## src/rtl/sc_ir_seq_pkg.sv

```systemverilog
// Shared constants for the SPARC-style instruction sequencer: state codes,
// PC-select codes, opcode-field decode values and the instruction-class decoder.
package sc_ir_seq_pkg;

  typedef enum logic [2:0] {
    S_IDLE      = 3'd0,
    S_FETCH     = 3'd1,
    S_DECODE    = 3'd2,
    S_EXEC      = 3'd3,
    S_WRITEBACK = 3'd4,
    S_TRAP      = 3'd5
  } state_e;

  typedef enum logic [2:0] {
    CLS_BRANCH = 3'd0,
    CLS_CALL   = 3'd1,
    CLS_ALU    = 3'd2,
    CLS_LD     = 3'd3,
    CLS_ST     = 3'd4,
    CLS_BAD    = 3'd5
  } cls_e;

  localparam logic [1:0] PCSEL_PC4    = 2'b00;
  localparam logic [1:0] PCSEL_DISP22 = 2'b01;
  localparam logic [1:0] PCSEL_DISP30 = 2'b10;

  localparam logic [1:0] OP_FMT2   = 2'b00;
  localparam logic [1:0] OP_CALL   = 2'b01;
  localparam logic [1:0] OP_ALU    = 2'b10;
  localparam logic [1:0] OP_MEM    = 2'b11;
  localparam logic [2:0] OP2_BRANCH = 3'b010;
  localparam logic [5:0] OP3_LD    = 6'b000000;
  localparam logic [5:0] OP3_ST    = 6'b000100;

  function automatic cls_e decode_cls(input logic [1:0] op,
                                      input logic [2:0] op2,
                                      input logic [5:0] op3);
    cls_e c;
    c = CLS_BAD;
    case (op)
      OP_FMT2: if (op2 == OP2_BRANCH) c = CLS_BRANCH; else c = CLS_BAD;
      OP_CALL: c = CLS_CALL;
      OP_ALU:  c = CLS_ALU;
      OP_MEM: begin
        if (op3 == OP3_LD)      c = CLS_LD;
        else if (op3 == OP3_ST) c = CLS_ST;
        else                    c = CLS_BAD;
      end
      default: c = CLS_BAD;
    endcase
    return c;
  endfunction

endpackage

```

## src/rtl/sc_ir_seq_wdog.sv

```systemverilog
// Memory wait watchdog: counts stalled cycles of one access and flags the
// cycle in which the count would reach the timeout.
module sc_ir_seq_wdog #(
  parameter int MEM_TIMEOUT = 255
) (
  input  logic i_clk,
  input  logic i_rst,
  input  logic i_clear,
  input  logic i_enable,
  output logic o_expired
);

  localparam int WW = $clog2(MEM_TIMEOUT + 1);

  logic [WW-1:0] r_count;

  // stall counter, restarted at every new access
  always_ff @(posedge i_clk) begin
    if (i_rst || i_clear) r_count <= '0;
    else if (i_enable)    r_count <= r_count + WW'(1);
    else                  r_count <= r_count;
  end

  // a ready response in the final cycle keeps i_enable low, so it wins
  assign o_expired = i_enable && (r_count == WW'(MEM_TIMEOUT - 1));

endmodule

```

## src/rtl/sc_ir_sequencer.sv

```systemverilog
// Multi-cycle instruction sequencer: fetch/decode/execute/writeback control
// strobes, memory watchdog, sticky trap state and retired-instruction counter.
module sc_ir_sequencer
  import sc_ir_seq_pkg::*;
#(
  parameter int MEM_TIMEOUT = 255,
  parameter int COUNT_WIDTH = 16
) (
  input  logic                   SC_IrSeq_CLOCK_50,
  input  logic                   SC_IrSeq_Reset_InHigh,
  input  logic                   SC_IrSeq_Start_InHigh,
  input  logic                   SC_IrSeq_MemReady_InHigh,
  input  logic [1:0]             SC_IrSeq_OP,
  input  logic [2:0]             SC_IrSeq_OP2,
  input  logic [5:0]             SC_IrSeq_OP3,
  input  logic                   SC_IrSeq_CondTrue_InHigh,
  output logic                   SC_IrSeq_MemRead_OutHigh,
  output logic                   SC_IrSeq_MemWrite_OutHigh,
  output logic                   SC_IrSeq_IRWrite_OutHigh,
  output logic                   SC_IrSeq_PCWrite_OutHigh,
  output logic [1:0]             SC_IrSeq_PCSel_Out,
  output logic                   SC_IrSeq_RegWrite_OutHigh,
  output logic [2:0]             SC_IrSeq_State_Out,
  output logic                   SC_IrSeq_Trap_OutHigh,
  output logic [COUNT_WIDTH-1:0] SC_IrSeq_InstrCount_Out
);

  state_e                 r_state;
  state_e                 w_next;
  cls_e                   r_cls;
  cls_e                   w_dec_cls;
  logic [COUNT_WIDTH-1:0] r_instr_count;
  logic                   w_rst;
  logic                   w_ready;
  logic                   w_mem_state;
  logic                   w_expired;
  logic                   w_mem_read;
  logic                   w_mem_write;
  logic                   w_ir_write;
  logic                   w_pc_write;
  logic [1:0]             w_pc_sel;
  logic                   w_reg_write;

  assign w_rst     = SC_IrSeq_Reset_InHigh;
  assign w_ready   = SC_IrSeq_MemReady_InHigh;
  assign w_dec_cls = decode_cls(SC_IrSeq_OP, SC_IrSeq_OP2, SC_IrSeq_OP3);
  assign w_mem_state = (r_state == S_FETCH) ||
                       ((r_state == S_EXEC) && ((r_cls == CLS_LD) || (r_cls == CLS_ST)));

  sc_ir_seq_wdog #(.MEM_TIMEOUT(MEM_TIMEOUT)) u_wdog (
    .i_clk     (SC_IrSeq_CLOCK_50),
    .i_rst     (w_rst),
    .i_clear   (!w_mem_state || w_ready),
    .i_enable  (w_mem_state && !w_ready),
    .o_expired (w_expired)
  );

  // state, latched instruction class and retired-instruction counter
  always_ff @(posedge SC_IrSeq_CLOCK_50) begin
    if (w_rst) begin
      r_state       <= S_IDLE;
      r_cls         <= CLS_BAD;
      r_instr_count <= '0;
    end else begin
      r_state <= w_next;
      if (r_state == S_DECODE) r_cls <= w_dec_cls;
      else                     r_cls <= r_cls;
      if (w_pc_write) r_instr_count <= r_instr_count + COUNT_WIDTH'(1);
      else            r_instr_count <= r_instr_count;
    end
  end

  // next-state and strobe decode
  always_comb begin
    w_next      = r_state;
    w_mem_read  = 1'b0;
    w_mem_write = 1'b0;
    w_ir_write  = 1'b0;
    w_pc_write  = 1'b0;
    w_pc_sel    = PCSEL_PC4;
    w_reg_write = 1'b0;
    case (r_state)
      S_IDLE: begin
        if (SC_IrSeq_Start_InHigh) w_next = S_FETCH;
        else                       w_next = S_IDLE;
      end
      S_FETCH: begin
        w_mem_read = 1'b1;
        w_ir_write = w_ready;
        if (w_ready)        w_next = S_DECODE;
        else if (w_expired) w_next = S_TRAP;
        else                w_next = S_FETCH;
      end
      S_DECODE: begin
        if (w_dec_cls == CLS_BAD) w_next = S_TRAP;
        else                      w_next = S_EXEC;
      end
      S_EXEC: begin
        case (r_cls)
          CLS_BRANCH: begin
            w_pc_write = 1'b1;
            w_pc_sel   = SC_IrSeq_CondTrue_InHigh ? PCSEL_DISP22 : PCSEL_PC4;
            w_next     = S_FETCH;
          end
          CLS_CALL: begin
            w_pc_write  = 1'b1;
            w_pc_sel    = PCSEL_DISP30;
            w_reg_write = 1'b1;
            w_next      = S_FETCH;
          end
          CLS_ALU: w_next = S_WRITEBACK;
          CLS_LD: begin
            w_mem_read = 1'b1;
            if (w_ready)        w_next = S_WRITEBACK;
            else if (w_expired) w_next = S_TRAP;
            else                w_next = S_EXEC;
          end
          CLS_ST: begin
            w_mem_write = 1'b1;
            w_pc_write  = w_ready;
            if (w_ready)        w_next = S_FETCH;
            else if (w_expired) w_next = S_TRAP;
            else                w_next = S_EXEC;
          end
          default: w_next = S_TRAP;
        endcase
      end
      S_WRITEBACK: begin
        w_reg_write = 1'b1;
        w_pc_write  = 1'b1;
        w_next      = S_FETCH;
      end
      S_TRAP:  w_next = S_TRAP;
      default: w_next = S_TRAP;
    endcase
  end

  assign SC_IrSeq_MemRead_OutHigh  = w_mem_read;
  assign SC_IrSeq_MemWrite_OutHigh = w_mem_write;
  assign SC_IrSeq_IRWrite_OutHigh  = w_ir_write;
  assign SC_IrSeq_PCWrite_OutHigh  = w_pc_write;
  assign SC_IrSeq_PCSel_Out        = w_pc_sel;
  assign SC_IrSeq_RegWrite_OutHigh = w_reg_write;
  assign SC_IrSeq_State_Out        = r_state;
  assign SC_IrSeq_Trap_OutHigh     = (r_state == S_TRAP);
  assign SC_IrSeq_InstrCount_Out   = r_instr_count;

endmodule
```

## config.mk

```make
export PLATFORM = sky130hd
export DESIGN_NAME = sc_ir_sequencer
export DESIGN_NICKNAME = d
export VERILOG_FILES = /design/src/rtl/sc_ir_seq_pkg.sv /design/src/rtl/sc_ir_seq_wdog.sv /design/src/rtl/sc_ir_sequencer.sv
export SDC_FILE = /design/constraint.sdc
export NUM_CORES = 1
export LEC_CHECK = 0
export BUFFER_PORTS_ARGS = -buffer_cell sky130_fd_sc_hd__buf_2
export CORE_UTILIZATION = 56
export CTS_CLUSTER_SIZE = 28
export DETAILED_ROUTE_END_ITERATION = 12
export GPL_TIMING_DRIVEN = 0
export MAX_ROUTING_LAYER = met4
export PLACE_DENSITY = 0.84
export SETUP_SLACK_MARGIN = 0.02
export SYNTH_ARGS = -nofsm -noshare
export SYNTH_HDL_FRONTEND = slang
export SYNTH_SLANG_ARGS = --single-unit
```

## constraint.sdc

```tcl
create_clock -name SC_IrSeq_CLOCK_50 -period 3.7 [get_ports SC_IrSeq_CLOCK_50]
set_clock_uncertainty 0.2 [all_clocks]
set_input_delay 0.74 -clock SC_IrSeq_CLOCK_50 [delete_from_list [all_inputs] [get_ports SC_IrSeq_CLOCK_50]]
set_output_delay 0.74 -clock SC_IrSeq_CLOCK_50 [all_outputs]
set_load 0.005 [all_outputs]
```

==> results of run 1 <==
logic make-up (layout without fill, tap and decap cells):
family / Yosys count / after routing / synth area share [%]
and+or+nand+nor: 94 / 94 / 29.8
AOI/OAI and AO/OA: 35 / 35 / 14.9
DFF: 30 / 30 / 37.0
xor gates and xnor gates: 21 / 21 / 11.3
buffers and inverters: 13 / 61 / 4.08
adders and majority gates: 3 / 3 / 2.31
muxes: 1 / 1 / 0.616
registers in the layout (all words and copies together), names as in the netlist:
| register | cells |
|---|---|
| SC_IrSeq_InstrCount_Out | 16 |
| SC_IrSeq_State_Out | 3 |
| u_wdog.r_count | 8 |
| r_cls | 3 |
critical path, stage by stage, from the launching register on:
cell	delay [ns]
dfxtp_1	0.32
buf_4	0.16
nor3_2	0.42
buf_2	0.31
or2_2	0.14
buf_2	0.09
synth_stat cells (all sizes together), types with 4 or more instances:
master and instances:
nor2 36, nand4 5, o21ai 12, and3 6, inv 4, dfxtp 30
buf 7, nor2b 4, o211ai 4, a21oi 6, nand3 9, nand2 9
xor2 19, nor3 5
how the worst max path moves through the flow:
stage                                         from                   endpoint  cells after the start
final                        SC_IrSeq_State_Out[0]  SC_IrSeq_RegWrite_OutHigh                      5
after global routing         SC_IrSeq_State_Out[2]  SC_IrSeq_RegWrite_OutHigh                      5
after CTS                    SC_IrSeq_State_Out[0]  SC_IrSeq_RegWrite_OutHigh                      5
after detailed placement  SC_IrSeq_MemReady_InHigh   SC_IrSeq_PCWrite_OutHigh                      6
after global placement    SC_IrSeq_MemReady_InHigh   SC_IrSeq_PCWrite_OutHigh                      6
after floorplan           SC_IrSeq_MemReady_InHigh   SC_IrSeq_PCWrite_OutHigh                      4
power by group:
group	total, mW	internal (mW)	switching, mW	leakage (nW)
Combinational	0.0603	0.0260	0.0343	0.572
Clock	0.189	0.0855	0.104	0.0302
Sequential	0.332	0.327	0.00474	0.242
routing by layer:
metal  part of all wire, %  wire [um]
met1                    47       1630
met2                    47       1620
met3                   5.2        180
met4                  0.69         24
met5                     0          0
layout make-up:
type	instances	area share (%)
Buffer	9	2.67
Clock buffer	6	2.67
Inverter	4	0.780
Multi-Input combinational cell	154	49.7
Sequential cell	30	31.2
Tap cell	31	2.02
Timing Repair Buffer	42	10.9
through the flow:
step,setup WS (ns),instance area (um^2),utilization [%],instances
6_report,0.985,1920,69.8,276
5_1_grt,0.857,1920,69.8,276
4_1_cts,0.966,1920,69.8,276
3_5_place_dp,1.17,1870,67.9,270
3_3_place_gp,1.17,1870,67.9,270
2_1_floorplan,1.50,1620,-,197
==> results.md, run 1 <==
Route:
- The via count is 1,529.
- The number of remaining DRC errors is 0.
- The total detailed-routing wirelength is 3460 um.
- The number of vias per cell after detailed routing is 5.54.
- The count of nets left with antenna violations once routing finished came out at 0.
- The first routing iteration left 91 violations.
- After detailed routing, the average wire length per cell comes to 12.5 um.
- For this run, the detailed router's first-pass iteration total came to 4.

Global routing:
- Global routing used 6.28% of the available met3 tracks.
- Global routing used 31.7% of the available met1 tracks.
- The first-pass GRT wire length is 5890 um.
- The largest net degree at the start of global routing is 11.
- Global routing finished with a remaining overflow of 0.
- Global routing used 24.4% of the available tracks.
- For met2 alone, demand over resource in global routing was 36.7%.
- The number of antenna violations at the first check in global routing is 0.
- The via count of the first global-routing pass came to 1,351.
- met2 is the most crowded layer.

STA:
- Counting I/O delays and the setup requirement, the final critical path takes 2.72 ns.
- Timing would allow up to 368 MHz.
- For the final routed database, the setup TNS stands at 0 ns.
- After layout, the worst path uses 73.4% of the clock period.
- Hold is met by 0.312 ns.
- Setup repair after global routing left no endpoint under its margin.
- The worst pin sits at a relative slew slack of between 60% and 70%.
- The number of hold violations in the final report is 0.
- At the pin with the least slew margin, the transition time is roughly 0.46 ns.
- The number of setup violations in the final report is 0.
- The count of final max-slew check failures was 0.

Logic synthesis:
- The area share of the leading cell type in the synthesized netlist is 37.0%.
- The mapped cell area is 1620 um^2.
- The dominant synthesized flop cell is dfxtp_1.
- By area the synthesized netlist is led by dfxtp_1 (37%), xor2_1 (10%), nor2_1 (8.3%), nand3_1 (2.8%), and3_1 (2.3%).
- The number of distinct library cell variants in the gate-level netlist after synthesis is 43.
- The sequential share of the synthesized area is 37.0%.
- The synthesized design contains 30 register bits.
- In this run, synthesis inferred 0 flip-flops with an integrated enable.
- The Yosys step of the flow raised 0 warnings.
- The number of nets handed over by synthesis was roughly 220.
- After technology mapping, the gate count stands at 197.
- The biggest area contributor in the post-synthesis netlist is dfxtp_1.
- For this run, asynchronously set or reset flops after synthesis account for 0%.
- The average cell area after synthesis is 8.24 um^2.

Pwr:
- The maximum ir drop on the vdd rail is roughly 0.29 mV.
- The overall power is 0.581 mW.
- The leakage component of the power is 0.844 nW.
- The cell area power density is around 300 nW/um^2.

Placed design:
- After legalization and detailed placement, the total HPWL measured between 2000 and 3000 um.
- In this run the tool buffered the top-level ports with 42 buffer cells.
- The placer congestion estimate is 0.933.

Critical path:
- The largest fanout on the critical path is 10.
- The type of the worst setup path is reg -> out.
- The slack of the worst reg-to-reg path is between 1.5 and 2 ns.
- The startpoint kind of the worst setup timing path is a flip-flop.
- STA puts the critical path data arrival time at 1.78 ns.
- Counting cells, the worst reg-to-reg path comes to 6.
- At the worst endpoint, the required time is around 2.8 ns.
- The reg-to-reg endpoint is SC_IrSeq_InstrCount_Out[14].
- In this run the critical register-to-register path is launched from SC_IrSeq_State_Out[0].
- The kind of end point of the critical path is a primary output.

Floorplan:
- The die boundary height is 55.9 um.
- 43 I/O pins were placed.
- The width of the die is 55.9 um.
- The initialized floorplan defines 19 standard-cell rows.
- The die area is around 3100 um^2.
- The effective utilization at floorplan is 58.9%.
- The floorplan step defined a core boundary enclosing between 2000 and 3000 um^2.

Min path:
- The path class of the tightest hold or removal check is reg -> reg.
- The worst hold path terminates at r_cls[1].
- The cell count of the worst hold path is 2.
- The startpoint identified for the worst hold timing path is r_cls[1].

Layout:
- The net total in the final layout is 265.
- The number of inserted filler cells in the final layout is 226.
- The library cells used most frequently in the layout, excluding fill and tap cells, are buf_2 (47), nor2_1 (36), dfxtp_1 (30).
- The count of inserted antenna diode cells is 0.
- The library cell used most frequently in the layout, excluding fill and tap cells, is buf_2.
- The area used by multi-input combinational logic is about 960 um^2.
- The proportion of layout cells with a drive suffix above 1 is between 20 and 30%.
- From synthesis to final layout, the design area changed by 18.5%.
- The register area is approximately 600 um^2.

Clock network:
- The master cell of the clock root buffer is clkbuf_4.
- The clock-pin slew on the worst setup and hold paths is 0.09 ns.
- The deepest clock path buffer count is 2.
- The insertion delay to the later sink of the worst-skew pair is 0.32 ns.
- In this run, CTS created clock tree buffers numbering 5.
- For this design, the CTS-stage hold fixing added 0 buffers.
- The clock tree synthesis step divided the H-tree into 2 levels.
- The number of gates resized after CTS was 0.
- The post-CTS setup-driven buffer insertion count is 0.
- TritonCTS built the clock tree.
- The clock drives 30 sinks.

Outcome:
- The run finished with clean final reports.

Flow run:
- The max-capacitance violation count is 0.
(Power assumes the default switching activity.)
==> inputs of run 2 (changes only) <==
--- a/config.mk
+++ b/config.mk
@@ -5,13 +5,14 @@
 export SDC_FILE = /design/constraint.sdc
 export NUM_CORES = 1
 export LEC_CHECK = 0
+export ABC_AREA = 1
 export BUFFER_PORTS_ARGS = -buffer_cell sky130_fd_sc_hd__buf_2
-export CORE_UTILIZATION = 56
+export CORE_UTILIZATION = 47
 export CTS_CLUSTER_SIZE = 28
 export DETAILED_ROUTE_END_ITERATION = 12
 export GPL_TIMING_DRIVEN = 0
 export MAX_ROUTING_LAYER = met4
-export PLACE_DENSITY = 0.84
+export PLACE_DENSITY = 0.75
 export SETUP_SLACK_MARGIN = 0.02
 export SYNTH_ARGS = -nofsm -noshare
 export SYNTH_HDL_FRONTEND = slang
==> constraint.sdc (replaced) <==
create_clock -name SC_IrSeq_CLOCK_50 -period 2.4 [get_ports SC_IrSeq_CLOCK_50]
set_clock_uncertainty 0.2 [all_clocks]
set_input_delay 0.48 -clock SC_IrSeq_CLOCK_50 [delete_from_list [all_inputs] [get_ports SC_IrSeq_CLOCK_50]]
set_output_delay 0.48 -clock SC_IrSeq_CLOCK_50 [all_outputs]
set_load 0.005 [all_outputs]
==> results.md, run 2 <==
Clock network:
- The insertion delay to the later sink of the worst-skew pair is 0.33 ns (was 0.32 ns).
- The deepest clock path buffer count came to 2 (unchanged).
- The post-CTS setup-driven buffer insertion count came to 0 (unchanged).
- The post-cts sizing count came to 0 (unchanged).
- The number of buffers added by the clock tree synthesis step is 5 (unchanged).
- The number of levels the H-tree was split into is 2 (unchanged).
- The number of sinks driven by the clock tree is 30 (unchanged).
- The number of hold-repair buffers added at the cts stage is 0 (unchanged).
- The master cell of the clock root buffer is clkbuf_4 (unchanged).
- The clock-pin slew on the worst setup and hold paths is 0.09 ns (about the same).
- The CTS tree is built (unchanged).

Critical path:
- The data arrival time at the worst-slack endpoint is 1.57 ns (was 1.78 ns).
- The kind of end point of the critical path is a primary output (unchanged).
- The startpoint of the worst register-to-register path is SC_IrSeq_InstrCount_Out[0] (was SC_IrSeq_State_Out[0]).
- The type of the worst setup path is reg -> out (unchanged).
- The worst path required time is 1.72 ns (was 2.76 ns).
- The slack of the worst reg-to-reg path came to 0.61 ns (was 1.82 ns).
- The largest fanout on the critical path is 10 (unchanged).
- The startpoint kind of the worst setup timing path is a flip-flop (unchanged).
- The reg-to-reg endpoint is SC_IrSeq_InstrCount_Out[12] (was SC_IrSeq_InstrCount_Out[14]).
- The length in cells of the worst reg-to-reg path is 10 (was 6).

Logic synthesis:
- The most frequent cell after synthesis is nand2_1 (was nor2_1).
- The number of flip-flops and latches in the synthesized netlist is 30 (unchanged).
- The mapped cell area is 1650 um^2 (was 1620 um^2).
- The net count after synthesis is 260 (was 216).
- The area share of the leading cell type in the synthesized netlist is 36.5% (was 37.0%).
- The async set-reset flop share out of synthesis was 0% (unchanged).
- Post-synth top cells: nand2_1 (48), inv_1 (34), dfxtp_1 (30), nor2_1 (30) (was nor2_1 (36), dfxtp_1 (30), xor2_1 (19)).
- The post-synthesis cell count is 241 (was 197).
- The average cell area after synthesis is 6.83 um^2 (was 8.24 um^2).
- Cells taking the most area after synthesis: dfxtp_1 (37%), nand2_1 (11%), inv_1 (7.8%), nor2_1 (6.8%), a21oi_1 (4.9%) (was dfxtp_1 (37%), xor2_1 (10%), nor2_1 (8.3%), nand3_1 (2.8%), and3_1 (2.3%)).
- The library cell occupying the most area in the post-synthesis netlist is dfxtp_1 (unchanged).
- The sequential share of the synthesized area is 36.5% (was 37.0%).
- The number of flops mapped to enable cells by yosys is 0 (unchanged).
- The dominant synthesized flop cell was dfxtp_1 (unchanged).
- The number of synthesis warnings was 0 (unchanged).
- The number of distinct library cell variants in the gate-level netlist after synthesis is 30 (was 43).

STA:
- The count of final max-slew check failures is 0 (unchanged).
- The maximum clock frequency is between 400 and 500 MHz.
- The routed design could run at a clock period as short as 2.25 ns.
- The number of setup violations in the final report was 0 (unchanged).
- The worst relative slew slack is 62.4% (was 69.2%).
- The number of hold violations in the final report is 0 (unchanged).
- The slew of the pin with the lowest slew margin is 0.564 ns (was 0.459 ns).
- Of the available clock period, the critical path in the final layout requires a little over nine tenths.
- The accumulated negative setup slack was 0 ns (unchanged).
- RSZ-0062 raised after global routing: no (unchanged).

Route:
- The remaining number of nets flagged by the antenna check after routing was 0 (unchanged).
- The number of remaining DRC errors is 0 (unchanged).
- The number of vias per cell after detailed routing is 4.85 (was 5.54).
- The via count is 1,626 (was 1,529).
- The per-cell routed wire length is 10.3 um (was 12.5 um).
- The total detailed-routing wirelength is 3460 um (about the same).
- The violation count after the first detailed-routing iteration is 91 (unchanged).
- The first-pass detailed-route iteration total is 4 (unchanged).

Layout:
- The count of inserted antenna diode cells is 0 (unchanged).
- The most common cell after layout, fill and taps aside is nand2_1 (was buf_2).
- The number of inserted filler cells in the final layout came to 328 (was 226).
- The number of standard cells in the final layout excluding fillers is 335 (was 276).
- The net total in the final layout came to 309 (was 265).
- The utilization after layout is 59.2% (was 69.8%).
- The flip-flop count of the largest register after layout is 16 (unchanged).
- The post-route cell area is 1980 um^2 (was 1920 um^2).
- The relative area change from synthesis to final layout is 20.2% (was 18.5%).
- Most frequent cells in the layout: nand2_1 (48), buf_2 (42), inv_1 (34) (was buf_2 (47), nor2_1 (36), dfxtp_1 (30)).
- The proportion of layout cells with a drive suffix above 1 is 22.1% (was 25.7%).

Min path:
- The kind of path behind the tightest hold check is in -> reg (was reg -> reg).
- The beginning of the worst hold path is SC_IrSeq_Reset_InHigh (was r_cls[1]).
- The cell count of the worst hold path came to 3 (was 2).
- The hold-critical path endpoint is r_cls[0] (was r_cls[1]).

Floorplan:
- The I/O pin count is 43 (unchanged).
- The die boundary height is 61.2 um (was 55.9 um).
- The effective utilization at floorplan is 49.3% (was 58.9%).
- The row count is 21 (was 19).
- The area of the placeable core is 3340 um^2 (was 2760 um^2).
- The die area came to 3740 um^2 (was 3120 um^2).
- The width of the die was 61.2 um (was 55.9 um).

Global routing:
- The largest net degree at the start of global routing came to 11 (unchanged).
- The number of antenna violations at the first check in global routing was 0 (unchanged).
- The first-pass GRT wire length was 5320 um (was 5890 um).
- The global-route usage over all layers was 20.3% (was 24.4%).
- The total grt overflow is 0 (unchanged).
- The via count of the first global-routing pass came to 1,289 (was 1,351).

Placed design:
- The post-placement cell area is 1910 um^2 (was 1870 um^2).
- The quantity of I/O buffers inserted on ports was 42 (unchanged).
- The detailed-placement wirelength estimate is 2590 um (was 2580 um).
- The placer congestion estimate was 0.837 (was 0.933).
- The total instance count after detailed placement is 329 (was 270).

Pwr:
- The cell area power density was 457 nW/um^2 (was 302 nW/um^2).
- The leakage component of the power is 0.920 nW (was 0.844 nW).
- The maximum ir drop on the vdd rail is 0.239 mV (was 0.291 mV).

Outcome:
- Run status: complete, no violations (unchanged).

Flow run:
- The max-capacitance violation count is 0 (unchanged).
[run 2: worst max-delay path by stage]
stage,from,to,slack [ns],depth (start not counted)
finish,SC_IrSeq_State_Out[1],SC_IrSeq_PCWrite_OutHigh,0.15,7
global route,SC_IrSeq_State_Out[1],SC_IrSeq_PCWrite_OutHigh,0.02,7
CTS,SC_IrSeq_State_Out[1],SC_IrSeq_PCWrite_OutHigh,0.08,6
detailed placement,SC_IrSeq_MemReady_InHigh,SC_IrSeq_PCWrite_OutHigh,0.30,7
global placement,SC_IrSeq_MemReady_InHigh,SC_IrSeq_PCWrite_OutHigh,0.30,7
floorplan,SC_IrSeq_MemReady_InHigh,SC_IrSeq_PCWrite_OutHigh,0.65,5
[run 2: final cells by class]
| type | instances | area, um^2 | area share [%] |
|---|---|---|---|
| multi-input cells | 170 | 891 | 45.1 |
| flip-flops and latches | 30 | 602 | 30.4 |
| repair buffers | 42 | 210 | 10.6 |
| inverters | 37 | 139 | 7.03 |
| well taps | 46 | 57.6 | 2.91 |
| clock buffers | 6 | 51.3 | 2.59 |
| plain buffers | 4 | 26.3 | 1.33 |
[run 2: stage by stage]
stage	hold slack (ns)	setup WS [ns]	total power [mW]
5_1_grt	0.190	0.0250	0.943
6_report	0.181	0.151	0.903
2_1_floorplan	0.230	0.648	0.580
3_5_place_dp	0.256	0.299	0.615
4_1_cts	0.171	0.0814	0.911
3_3_place_gp	0.245	0.301	0.615
[run 2: routing by layer]
metal	GRT usage (%)	vias up	share of wire (%)
met5	-	-	0
met1	25.2	706	50
met2	30.6	44	42
li1	-	870	-
met4	8.12	0	1.8
met3	6.30	6	5.7
[run 2: worst max-delay path: stages, from the launching register on]
cell and delay [ns]:
dfxtp_1 0.33, clkbuf_4 0.17, inv_1 0.11, nor2_4 0.16, nand2_2 0.08, nand2_4 0.11
buf_6 0.15, buf_2 0.11
[run 2: power breakdown]
part / internal [mW] / total, mW / switching (mW)
Clock: 0.132 / 0.297 / 0.165
Combinational: 0.0357 / 0.0927 / 0.0570
Sequential: 0.505 / 0.513 / 0.00774
Total: 0.672 / 0.903 / 0.230
[run 2: kinds of logic (layout without fill, tap and decap cells)]
logic type	Yosys count	after routing	share of synthesized area (%)
AO/OA/AOI/OAI	40	40	13.3
XOR/XNOR	10	10	5.32
adder cells (fa/ha/maj)	3	3	2.28
buffers and inverters	41	89	9.66
flip-flops	30	30	36.5
AND/OR/NAND/NOR	117	117	32.9
==> inputs of run 3 (changes only) <==
--- a/config.mk
+++ b/config.mk
@@ -7,12 +7,14 @@
 export LEC_CHECK = 0
 export ABC_AREA = 1
 export BUFFER_PORTS_ARGS = -buffer_cell sky130_fd_sc_hd__buf_2
-export CORE_UTILIZATION = 47
+export CELL_PAD_IN_SITES_DETAIL_PLACEMENT = 0
+export CELL_PAD_IN_SITES_GLOBAL_PLACEMENT = 2
+export CORE_UTILIZATION = 25
 export CTS_CLUSTER_SIZE = 28
 export DETAILED_ROUTE_END_ITERATION = 12
 export GPL_TIMING_DRIVEN = 0
 export MAX_ROUTING_LAYER = met4
-export PLACE_DENSITY = 0.75
+export PLACE_DENSITY_LB_ADDON = 0.1
 export SETUP_SLACK_MARGIN = 0.02
 export SYNTH_ARGS = -nofsm -noshare
 export SYNTH_HDL_FRONTEND = slang
==> results.md, run 3 (synthesis gave the netlist of run 2 again) <==
Pwr:
- The clock network fraction of total power is 44.4% (was 32.9%).
- The switching portion of total power was 24.0% (was 25.5%).
- The cell area power density is 529 nW/um^2 (was 457 nW/um^2).
- The internal power consumption came to 0.830 mW (was 0.673 mW).
- The switching power total is 0.263 mW (was 0.230 mW).
- The part of the total power dissipated in sequential elements was 47.0% (was 56.8%).
- The overall power is 1.09 mW (was 0.903 mW).
- The leakage component of the power is 0.947 nW (was 0.920 nW).
- The part of the power in combinational logic is 8.6% (was 10.3%).
- The maximum ir drop on the vdd rail is 0.267 mV (was 0.239 mV).

Floorplan:
- The I/O pin count came to 43 (unchanged).
- The effective utilization at floorplan was 25.9% (was 49.3%).
- The width of the die is 83.1 um (was 61.2 um).
- The die boundary height came to 83.1 um (was 61.2 um).
- The row count was 29 (was 21).
- The area of the placeable core is 6350 um^2 (was 3340 um^2).
- The die area came to 6910 um^2 (was 3740 um^2).

Critical path:
- The startpoint kind of the worst setup timing path is a flip-flop (unchanged).
- The reg-to-reg endpoint is SC_IrSeq_InstrCount_Out[12] (unchanged).
- The critical path's slowest cell is dfxtp_1 (unchanged).
- The gate family responsible for the most delay along the worst path is buffers and inverters (unchanged).
- The startpoint of the worst register-to-register path is SC_IrSeq_InstrCount_Out[0] (unchanged).
- The number of buffer and inverter stages on the critical path was 3 (was 4).
- The slack of the worst reg-to-reg path is 0.60 ns (was 0.61 ns).
- The largest fanout on the critical path was 10 (unchanged).
- The biggest cell delay along the critical path was 0.32 ns (was 0.33 ns).
- The data arrival time at the worst-slack endpoint is 1.56 ns (was 1.57 ns).
- The length in cells of the worst reg-to-reg path came to 10 (unchanged).
- The worst path required time is 1.72 ns (about the same).
- The kind of end point of the critical path is a primary output (unchanged).
- Cell-by-cell listing of the critical path: inv_2 > nand2_1 > o21ai_0 > nand2_2 > nand2_4 > buf_4 > buf_2 (was clkbuf_4 > inv_1 > nor2_4 > nand2_2 > nand2_4 > buf_6 > buf_2).
- The type of the worst setup path is reg -> out (unchanged).

Route:
- The remaining number of nets flagged by the antenna check after routing is 0 (unchanged).
- The first-pass detailed-route iteration total is 4 (unchanged).
- The via count is 1,650 (was 1,626).
- The number of vias per cell after detailed routing is 4.48 (was 4.85).
- The per-cell routed wire length is 11.1 um (was 10.3 um).
- The violation count after the first detailed-routing iteration was 117 (was 91).
- The total detailed-routing wirelength is 4100 um (was 3460 um).
- The number of remaining DRC errors was 0 (unchanged).

Global routing:
- The largest net degree at the start of global routing is 11 (unchanged).
- The global-route usage over all layers is 13.2% (was 20.3%).
- The via count of the first global-routing pass is 1,521 (was 1,289).
- The first-pass GRT wire length is 7160 um (was 5320 um).
- The total grt overflow is 0 (unchanged).
- The number of antenna violations at the first check in global routing is 0 (unchanged).

Min path:
- The beginning of the worst hold path is SC_IrSeq_Reset_InHigh (unchanged).
- The cell count of the worst hold path is 3 (unchanged).
- The hold-critical path endpoint is r_cls[0] (unchanged).
- The kind of path behind the tightest hold check is in -> reg (unchanged).

Outcome:
- Run status: complete, no violations (unchanged).

STA:
- The share of the clock period used by the worst path is 93.3% (was 93.7%).
- The number of hold violations in the final report was 0 (unchanged).
- RSZ-0062 raised after global routing: no (unchanged).
- The count of final max-slew check failures is 0 (unchanged).
- The time the worst path needs with I/O delays and setup is 2.24 ns (was 2.25 ns).
- The accumulated negative setup slack is 0 ns (unchanged).
- The maximum clock frequency was 447 MHz (was 445 MHz).
- The number of setup violations in the final report is 0 (unchanged).
- The slew of the pin with the lowest slew margin is 0.595 ns (was 0.564 ns).
- The worst relative slew slack was 60.3% (was 62.4%).

Clock network:
- The number of hold-repair buffers added at the cts stage is 0 (unchanged).
- The number of sinks driven by the clock tree is 30 (unchanged).
- The clock-pin slew on the worst setup and hold paths was 0.06 ns (was 0.09 ns).
- The insertion delay to the later sink of the worst-skew pair is 0.28 ns (was 0.33 ns).
- The master cell of the clock root buffer is clkbuf_8 (was clkbuf_4).
- The deepest clock path buffer count is 2 (unchanged).
- The CTS tree is built (unchanged).
- The number of levels the H-tree was split into is 2 (unchanged).
- The number of buffers added by the clock tree synthesis step is 5 (unchanged).

Placed design:
- The placer congestion estimate came to 0.696 (was 0.837).
- The quantity of I/O buffers inserted on ports is 42 (unchanged).
- The detailed-placement wirelength estimate is 3190 um (was 2590 um).

Layout:
- The number of inserted filler cells in the final layout was 714 (was 328).
- Most frequent cells in the layout: nand2_1 (48), buf_2 (42), inv_1 (33) (was nand2_1 (48), buf_2 (42), inv_1 (34)).
- The proportion of layout cells with a drive suffix above 1 is 22.7% (was 22.1%).
- The relative area change from synthesis to final layout was 25.6% (was 20.2%).
- The most common cell after layout, fill and taps aside is nand2_1 (unchanged).
- The count of inserted antenna diode cells came to 0 (unchanged).
- The register area is 602 um^2 (unchanged).
- The net total in the final layout was 309 (unchanged).
- The area used by multi-input combinational logic is 886 um^2 (was 891 um^2).
- The flip-flop count of the largest register after layout is 16 (unchanged).

Flow run:
- The max-capacitance violation count is 0 (unchanged).
-- run 3: per-layer routing --
layer	GRT usage, %	vias to the layer above	part of all wire [%]
li1	-	873	-
met1	17.8	734	50
met2	18.7	39	43
met3	3.88	4	5.1
met4	4.70	0	1.1
met5	-	-	0
-- run 3: worst max-delay path by stage --
| stage | slack, ns | depth (start not counted) | to | startpoint |
|---|---|---|---|---|
| 2_1_floorplan | 0.65 | 5 | SC_IrSeq_PCWrite_OutHigh | SC_IrSeq_MemReady_InHigh |
| 3_3_place_gp | 0.32 | 7 | SC_IrSeq_PCWrite_OutHigh | SC_IrSeq_MemReady_InHigh |
| 3_5_place_dp | 0.32 | 7 | SC_IrSeq_PCWrite_OutHigh | SC_IrSeq_MemReady_InHigh |
| 4_1_cts | 0.10 | 7 | SC_IrSeq_PCWrite_OutHigh | SC_IrSeq_State_Out[1] |
| 5_1_grt | 0.04 | 7 | SC_IrSeq_PCWrite_OutHigh | r_cls[0] |
| 6_report | 0.16 | 7 | SC_IrSeq_PCWrite_OutHigh | r_cls[0] |
-- run 3: metrics by stage --
step | util [%] | hold WS [ns] | area, um^2 | instances | setup slack [ns]
global placement | 30.7 | 0.250 | 1950 | 360 | 0.322
CTS | 32.5 | 0.213 | 2060 | 368 | 0.105
detailed placement | 30.7 | 0.261 | 1950 | 360 | 0.324
finish | 32.5 | 0.227 | 2070 | 368 | 0.161
global route | 32.5 | 0.232 | 2070 | 368 | 0.0361
floorplan | - | 0.230 | 1650 | 241 | 0.648
-- run 3: layout make-up --
| cell class | count | area share, % |
|---|---|---|
| multi-input cells | 170 | 42.9 |
| flip-flops and latches | 30 | 29.1 |
| repair buffers | 42 | 10.2 |
| inverters | 37 | 6.72 |
| clock buffers | 8 | 5.33 |
| well taps | 77 | 4.66 |
| plain buffers | 4 | 1.09 |
-- run 3: worst min-delay path, cell delays in order --
cell and delay, ns:
buf_2 0.10, a21oi_1 0.04, o21ai_0 0.05
-- run 3: power groups by stage --
stage                     sequential (mW)  combinational, mW  clock [mW]
after floorplan                     0.524             0.0564           0
after global placement              0.525             0.0966           0
after detailed placement            0.524             0.0944           0
after CTS                           0.513             0.0948       0.507
after global routing                0.515              0.110       0.530
final                               0.513             0.0939       0.486
-- run 3: timing repair --
item                       in CTS  in global routing
setup endpoints to repair       0                  1
resized for setup               0                  3
buffers inserted                0                  0
